`config.mk`:
```
export PLATFORM = sky130hd
export DESIGN_NAME = xor_fault_monitor
export DESIGN_NICKNAME = d
export VERILOG_FILES = /design/src/rtl/xor_fault_monitor.sv
export SDC_FILE = /design/constraint.sdc
export NUM_CORES = 1
export LEC_CHECK = 0
export ABC_AREA = 1
export BUFFER_PORTS_ARGS = -buffer_cell sky130_fd_sc_hd__clkbuf_2
export CAP_MARGIN = 20
export CORE_MARGIN = 2
export CORE_UTILIZATION = 64
export CTS_BUF_LIST = sky130_fd_sc_hd__clkbuf_2 sky130_fd_sc_hd__clkbuf_4 sky130_fd_sc_hd__clkbuf_8
export CTS_CLUSTER_DIAMETER = 150
export DETAILED_ROUTE_END_ITERATION = 12
export GPL_TIMING_DRIVEN = 0
export HOLD_SLACK_MARGIN = 0.15
export PLACE_DENSITY = 0.91
export SYNTH_ARGS = -nofsm -noshare
export SYNTH_HDL_FRONTEND = slang
export SYNTH_SLANG_ARGS = --single-unit
```
`constraint.sdc`:
```
create_clock -name sysclk -period 3.1 [get_ports sysclk]
set_clock_uncertainty 0.1 [all_clocks]
set_input_delay 0.465 -clock sysclk [delete_from_list [all_inputs] [get_ports sysclk]]
set_output_delay 0.465 -clock sysclk [all_outputs]
set_load 0.02 [all_outputs]
```
`src/rtl/xor_fault_monitor.sv`:
```
// Stimulus driver and parity checker for a laser-target 6-input XOR gate.
// Optional first-fault timestamp port is enabled with MONITOR_TIMESTAMP_EN.
module xor_fault_monitor #(
    parameter int SETTLE_CYCLES = 8,
    parameter int CNT_W         = 16,
    parameter int MAX_VECTORS   = 0
) (
    input  logic             sysclk,
    input  logic             rst,
    input  logic             start,
    input  logic             stop,
    input  logic             mode,
    input  logic [5:0]       fixed_vec,
    input  logic             clr,
    input  logic             q_in,
    output logic [5:0]       stim,
    output logic             busy,
    output logic             done,
    output logic             fault,
    output logic [CNT_W-1:0] fault_count,
    output logic [CNT_W-1:0] vec_count,
    output logic [5:0]       first_vec,
    output logic             first_q
`ifdef MONITOR_TIMESTAMP_EN
    ,
    output logic [CNT_W-1:0] first_ts
`endif
);

    localparam logic [1:0] ST_IDLE   = 2'd0;
    localparam logic [1:0] ST_SETTLE = 2'd1;
    localparam logic [1:0] ST_CHECK  = 2'd2;
    localparam logic [1:0] ST_DONE   = 2'd3;

    localparam int               SYNC_STAGES = 2;
    localparam logic [7:0]       SETTLE_LAST = 8'(SETTLE_CYCLES - 1);
    localparam logic [CNT_W-1:0] MAX_V       = CNT_W'(MAX_VECTORS);
    localparam logic [CNT_W-1:0] CNT_ONE     = CNT_W'(1);
    localparam logic [CNT_W-1:0] CNT_ALL1    = '1;

    logic [1:0]       state_reg, state_next;
    logic [7:0]       settle_cnt_reg, settle_cnt_next;
    logic [5:0]       stim_reg, stim_next;
    logic             run_mode_reg, run_mode_next;
    logic [5:0]       run_vec_reg, run_vec_next;
    logic             stop_pend_reg, stop_pend_next;
    logic [CNT_W-1:0] vec_count_reg, vec_count_next;
    logic [CNT_W-1:0] fault_count_reg, fault_count_next;
    logic             fault_reg, fault_next;
    logic [5:0]       first_vec_reg, first_vec_next;
    logic             first_q_reg, first_q_next;

    logic             sync_reg [SYNC_STAGES];
    logic             q_sync;
    logic             expected;
    logic [CNT_W-1:0] vec_count_inc;
    logic             run_exit;

    // q_in is asynchronous to sysclk; the synchroniser runs regardless of state.
    generate
        for (genvar gi = 0; gi < SYNC_STAGES; gi++) begin : g_sync
            if (gi == 0) begin : g_first
                always_ff @(posedge sysclk or posedge rst) begin
                    if (rst) sync_reg[gi] <= 1'b0;
                    else     sync_reg[gi] <= q_in;
                end
            end else begin : g_rest
                always_ff @(posedge sysclk or posedge rst) begin
                    if (rst) sync_reg[gi] <= 1'b0;
                    else     sync_reg[gi] <= sync_reg[gi-1];
                end
            end
        end
    endgenerate

    assign q_sync        = sync_reg[SYNC_STAGES-1];
    assign expected      = ^stim_reg;
    assign vec_count_inc = (vec_count_reg == CNT_ALL1) ? vec_count_reg : vec_count_reg + CNT_ONE;
    assign run_exit      = stop_pend_reg | stop |
                           ((MAX_VECTORS != 0) && (vec_count_inc == MAX_V));

`ifdef MONITOR_TIMESTAMP_EN
    logic [CNT_W-1:0] cycle_reg;
    logic [CNT_W-1:0] first_ts_reg, first_ts_next;

    always_ff @(posedge sysclk or posedge rst) begin
        if (rst) begin
            cycle_reg    <= '0;
            first_ts_reg <= '0;
        end else begin
            cycle_reg    <= cycle_reg + CNT_ONE;
            first_ts_reg <= first_ts_next;
        end
    end

    assign first_ts = first_ts_reg;
`endif

    always_comb begin
        state_next       = state_reg;
        settle_cnt_next  = settle_cnt_reg;
        stim_next        = stim_reg;
        run_mode_next    = run_mode_reg;
        run_vec_next     = run_vec_reg;
        stop_pend_next   = stop_pend_reg;
        vec_count_next   = vec_count_reg;
        fault_count_next = fault_count_reg;
        fault_next       = fault_reg;
        first_vec_next   = first_vec_reg;
        first_q_next     = first_q_reg;
`ifdef MONITOR_TIMESTAMP_EN
        first_ts_next    = first_ts_reg;
`endif
        case (state_reg)
            ST_IDLE, ST_DONE: begin
                if (clr) begin
                    fault_next       = 1'b0;
                    fault_count_next = '0;
                    first_vec_next   = '0;
                    first_q_next     = 1'b0;
`ifdef MONITOR_TIMESTAMP_EN
                    first_ts_next    = '0;
`endif
                end
                if (start) begin
                    stim_next       = mode ? fixed_vec : 6'd0;
                    run_mode_next   = mode;
                    run_vec_next    = fixed_vec;
                    vec_count_next  = '0;
                    settle_cnt_next = '0;
                    // A stop arriving with start makes a single-compare run.
                    stop_pend_next  = stop;
                    state_next      = ST_SETTLE;
                end
            end
            ST_SETTLE: begin
                if (stop) stop_pend_next = 1'b1;
                if (settle_cnt_reg == SETTLE_LAST) begin
                    state_next = ST_CHECK;
                end else begin
                    settle_cnt_next = settle_cnt_reg + 8'd1;
                end
            end
            ST_CHECK: begin
                vec_count_next = vec_count_inc;
                if (q_sync != expected) begin
                    if (fault_count_reg != CNT_ALL1) fault_count_next = fault_count_reg + CNT_ONE;
                    fault_next = 1'b1;
                    if (!fault_reg) begin
                        first_vec_next = stim_reg;
                        first_q_next   = q_sync;
`ifdef MONITOR_TIMESTAMP_EN
                        first_ts_next  = cycle_reg;
`endif
                    end
                end
                if (run_exit) begin
                    stop_pend_next = 1'b0;
                    state_next     = ST_DONE;
                end else begin
                    stim_next       = run_mode_reg ? run_vec_reg : stim_reg + 6'd1;
                    settle_cnt_next = '0;
                    state_next      = ST_SETTLE;
                end
            end
            default: state_next = ST_IDLE;
        endcase
    end

    always_ff @(posedge sysclk or posedge rst) begin
        if (rst) begin
            state_reg       <= ST_IDLE;
            settle_cnt_reg  <= '0;
            stim_reg        <= '0;
            run_mode_reg    <= 1'b0;
            run_vec_reg     <= '0;
            stop_pend_reg   <= 1'b0;
            vec_count_reg   <= '0;
            fault_count_reg <= '0;
            fault_reg       <= 1'b0;
            first_vec_reg   <= '0;
            first_q_reg     <= 1'b0;
        end else begin
            state_reg       <= state_next;
            settle_cnt_reg  <= settle_cnt_next;
            stim_reg        <= stim_next;
            run_mode_reg    <= run_mode_next;
            run_vec_reg     <= run_vec_next;
            stop_pend_reg   <= stop_pend_next;
            vec_count_reg   <= vec_count_next;
            fault_count_reg <= fault_count_next;
            fault_reg       <= fault_next;
            first_vec_reg   <= first_vec_next;
            first_q_reg     <= first_q_next;
        end
    end

    assign stim        = stim_reg;
    assign busy        = (state_reg == ST_SETTLE) || (state_reg == ST_CHECK);
    assign done        = (state_reg == ST_DONE);
    assign fault       = fault_reg;
    assign fault_count = fault_count_reg;
    assign vec_count   = vec_count_reg;
    assign first_vec   = first_vec_reg;
    assign first_q     = first_q_reg;

endmodule

```
# Word-level counts from Yosys, hierarchy flattened
# Index checks and enable logic that the tools add are counted.
[classes] add_sub_neg=4 n_mul=0 n_div=0 n_lt_le_gt_ge=0 n_eq_ne=18 shift=0 muxes=34 n_bitwise=1 n_reduce_logical=14
[op_table] cell="$mux 16" n=5
[op_table] cell="$pmux 16 s2" n=2
[op_table] cell="$mux 6" n=7
[op_table] cell="$add 16x1->16 const B" n=2
[op_table] cell="$mux 8" n=3
[op_table] cell="$pmux 6 s2" n=2
[op_table] cell="$pmux 8 s3" n=1
[op_table] cell="$ne 2x2->1 const B" n=11
[op_table] cell="$eq 16x16->1 const B" n=1
[op_table] cell="$ne 16x16->1 const B" n=1
[op_table] cell="$reduce_and 3->1" n=5
[op_table] cell="$add 8x1->8 const B" n=1
[op_table] cell="$eq 8x3->1 const B" n=1
[op_table] cell="$reduce_and 4->1" n=2
[op_table] cell="$mux 1" n=7
[op_table] cell="$add 6x1->6 const B" n=1
[op_table] cell="$mux 2" n=3
[op_table] cell="$pmux 2 s3" n=1
[op_table] cell="$reduce_xor 6->1" n=1
[op_table] cell="$eq 2x2->1 const B" n=2
[op_table] cell="$pmux 1 s2" n=2
[op_table] cell="$reduce_and 2->1" n=2
[op_table] cell="$pmux 1 s3" n=1
[op_table] cell="$eq 2x1->1 const B" n=1
[op_table] cell="other kinds (6)" n=6
[word_totals] regBits=66 latchBits=0 ramBits=0 romBits=0 output_inout_bits=48 word_cells=84 n_memories=0

# Depth between registers and ports, before layout
[logic_depth] word_depth=4 mapped_depth=13 mapped_depth_nobuf=12

# Worst setup path before layout
# No wires, ideal clock.
[synth_path] path_kind="flip-flop to flip-flop" startpoint="register state_reg[0]" endpoint="register vec_count_reg[0] (netlist: vec_count[0])" t_arrival_ns=1.751 required_time_ns=2.869 path_slack_ns=1.118 stages_incl_launch_ff=12 period_less_slack_ns=1.982 path_cell_list="dfrtp_1 inv_1 ha_1 buf_2 inv_2 nor2_2 nor2_1 a21boi_2 inv_2 buf_6 nand2_1 o21ai_1"
[synth_between] elab_chain_cells=4 elab_cells_between_ends=9 classes_between="4 x eq/ne; 1 x mux; 4 x reduce/logical"
[synth_rtl] element="start, declared" line_no="41" source="logic [1:0] state_reg, state_next;"
[synth_rtl] element="start signal, assigned" line_no="184" source="state_reg <= state_next;"
[synth_rtl] element="$eq 2x2->1 / $logic_not 2->1 (equally long branches)" line_no="114" source="case (state_reg)"
[synth_rtl] element="$reduce_or 2->1" line_no="114"
[synth_rtl] element="$ne 2x2->1 (no source line) / $reduce_bool 2->1 (equally long branches)"
[synth_rtl] element="$reduce_and 3->1 (no source line)"
[synth_rtl] element="end signal, assigned" line_no="190" source="vec_count_reg <= vec_count_next;"
[synth_rtl] element="end, declared" line_no="47" source="logic [CNT_W-1:0] vec_count_reg, vec_count_next;"
# Several ways; a longest one is shown, not always the timed one.
# A chain may end at the register's enable or synchronous reset.

# Final worst setup path
[layout_path] startpoint="register state_reg[0]" endpoint="register first_vec_reg[2] (netlist: first_vec[2])"
[layout_between] elab_chain_cells=4 elab_cells_between_ends=10 classes_between="5 x eq/ne; 1 x mux; 4 x reduce/logical"
[layout_rtl] element="$eq 2x2->1 / $logic_not 2->1 (equally long branches)" line_no="114"
[layout_rtl] element="$reduce_or 2->1" line_no="114"
[layout_rtl] element="$ne 2x2->1 (no source line) / $reduce_bool 2->1 (equally long branches)"
[layout_rtl] element="$reduce_and 4->1 (no source line)"
[layout_rtl] element="end signal, assigned" line_no="193" source="first_vec_reg <= first_vec_next;"
[layout_rtl] element="end, declared" line_no="50" source="logic [5:0] first_vec_reg, first_vec_next;"
# Several ways; a longest one is shown, not always the timed one.

==> results.toml <==
[worst_setup_path]
path_class = "flip-flop to flip-flop"
cp_top_family = "buffers and inverters"
cp-end-kind = "flip-flop"
path_buf_inv = 4
start_kind = "flip-flop"
cp_max_fo = 10
critPathArrivalTime_ns = 2.52
critPathRequiredTime_ns = 3.29
crit_slowest_cell = "dfrtp_1"
path_cells = "inv_1, ha_1, buf_2, inv_2, nor2_1, nor2_2, clkbuf_1, nand4_1, nand2_1"
cpPeakStageDelay_ns = 0.44

[synth]
avgSynthCellArea_um2 = 7.14
synth_top_family_by_area = "simple AND/OR/NAND/NOR gates"
ys_warn_count = 0
syn_inst = 562
seq_area_frac_synth_pct = 41.1
yosys.area_share.simple_pct = 36.2
ys.flop_type = "dfrtp_1"
synth_seq_cells = 66
synth_edf_count = 0
async_flop_share_pct = 100
muxShareOfSynthArea_pct = 0.280
synth_compound_area_share_pct = 8.91
synth_nets = 584
syn-cell-area_um2 = 4020
synthAdderAreaFrac_pct = 2.80
synth_xor_area_share_pct = 2.84
synth_cell_type_count = 36

[die]
die_area_um2 = 6920
core_um2 = 5990
dieWidth_um = 83.2
row_count = 28
die_y_um = 83.2
start_util_pct = 67.0
boundaryPins = 61

[cells_and_area]
final_nets = 658
drive_above_1_share_pct = 16.1
stdcell_area_um2 = 4620
area_growth_pct = 15.2
fillers = 451
n_antenna_cell = 0

[power]
p_leak_nw = 2.34
irDropWorstVdd_mv = 0.707
power.density_nw_per_um2 = 795
power_mw = 3.68

[status]
status = "finished, final reports clean"

[routing]
routedWlPerCell_um = 13.9
vias = 4081
remaining_drc_errors = 0
drt_iter0_drc = 354
firstDrtPassIters = 5
drtAntennaViolNets = 0
vias_per_cell = 5.70
routed_wl_um = 9930

[cts]
cts_sinks = 66
clock-root-buffer = "clkbuf_8"
cts_tree = "built"
htreeDepth = 3
clock_latency_ns = 0.35
cts-buffers-inserted = 9
cts_buffer_depth = 2
cts_setup_buffers = 0
clk_pin_slew_ns = 0.07

[sta]
drv_slew = 0
rsz0062_at_grt = "no"
tns_ns = 0
min_period_over_period_pct = 75.3
hold_viol = 0
max_freq_mhz = 428
relSlewSlack_pct = 58.6
finalSetupViolCount = 0
fin_crit_ns = 2.33
worst_pin_slew_ns = 0.620

[global_routing]
grt_pass1_wl_um = 17200
grt_pass1_vias = 3781
grtUsageTotal_pct = 30.2
antenna_found_initial = 0
grt_max_degree = 40
gr-total-overflow = 0

[placed_design]
gp_congestion = 0.957
dpl-instance-area_um2 = 4430
hpwl_um = 7160
port_buffers = 60

[job]
drv_cap = 0

[worst_hold_path]
hp-class = "input port to flip-flop"
## layout by cell type, fill, tap and decap left out, types with 10 or more instances in the layout
master / synthesis / final
nand2_1: 171 / 171
nor2_1: 67 / 67
dfrtp_1: 66 / 66
clkbuf_2: 0 / 60
inv_1: 60 / 59
nand3_1: 39 / 39
nand4_1: 33 / 33
a21oi_1: 24 / 24
o21ai_0: 16 / 16
o21ai_1: 15 / 15
xor2_1: 11 / 11
clkbuf_8: 0 / 10
## layer usage
layer / wire [µm] / vias to the layer above / track usage (%)
li1: - / 1998 / -
met1: 4170 / 1874 / 39.1
met4: 210 / 0 / 12.7
met5: 0 / - / 0
met3: 662 / 24 / 5.27
met2: 4900 / 185 / 50.3
## cell type report
cell class,count,area [µm²],area share (%)
inverter,63,236,5.11
clock inverter,5,30.0,0.649
multi-input combinational,419,2050,44.3
tap,75,93.8,2.03
sequential,66,1650,35.7
timing repair buffer,63,340,7.36
buffer,14,78.8,1.70
clock buffer,11,145,3.14
## tightest hold or removal path, stage by stage
cell      delay [ns]
clkbuf_2        0.09
nand3_1         0.06
nand2_1         0.05
## path summary, 6_finish.rpt
kind / end / cells after the start / slack, ns / start
setup / recovery: first_vec[2] / 9 / 0.77 / state_reg[0]
hold / removal: run_vec_reg[2] / 3 / 0.25 / fixed_vec[2]
setup reg to reg: first_vec[2] / 9 / 0.77 / state_reg[0]
hold reg to reg: q_sync / 0 / 0.26 / sync_reg[1]
max in group asynchronous: vec_count[14] / 4 / 1.65 / rst
min in group asynchronous: vec_count[15] / 3 / 0.62 / rst
## what timing repair did
action | in CTS | in global routing
hold endpoints to repair | 28 | 0
hold buffers | 2 | 0
resized for setup | 0 | 0
## power by group
group | internal (mW) | switching, mW
sequential | 1.04 | 0.171
combinational | 0.554 | 1.26
clock | 0.316 | 0.338
total | 1.91 | 1.77
## cell usage after synthesis (2+ instances only)
| cell | n | area [µm²] |
|---|---|---|
| dfrtp_1 | 66 | 1650 |
| nor2_1 | 67 | 251 |
| o21ai_0 | 16 | 80.1 |
| nand3_1 | 39 | 195 |
| buf_2 | 6 | 30.0 |
| nand2_1 | 171 | 642 |
| xor2_1 | 11 | 96.3 |
| nand4_1 | 33 | 206 |
| a21oi_1 | 24 | 120 |
| xnor2_1 | 2 | 17.5 |
| nor3_1 | 9 | 45.0 |
| clkbuf_1 | 5 | 18.8 |
| nand2_2 | 2 | 12.5 |
| a22oi_1 | 2 | 15.0 |
| o21ai_1 | 15 | 75.1 |
| nor2_2 | 3 | 18.8 |
| ha_1 | 9 | 113 |
| inv_1 | 60 | 225 |
| o21bai_1 | 3 | 22.5 |
| inv_2 | 3 | 11.3 |
## metrics by stage
step                worst slack [ns]  instances  hold slack, ns  utilization [%]
floorplan                      0.880        562           0.231                -
global placement               0.122        697           0.234             73.6
detailed placement             0.862        698           0.246             73.9
CTS                            0.811        716           0.257             77.2
global route                   0.617        716           0.271             77.2
finish                         0.765        716           0.253             77.2
## logic make-up (layout without fill, tap and decap cells)
family          Yosys count  after routing
simple gates            331            331
fa+ha+maj                 9              9
xor+xnor                 13             13
compound gates           65             65
flops                    66             66
mux                       1              1
buf+inv                  77            156
Note: power is estimated with default switching activity, not from simulation.
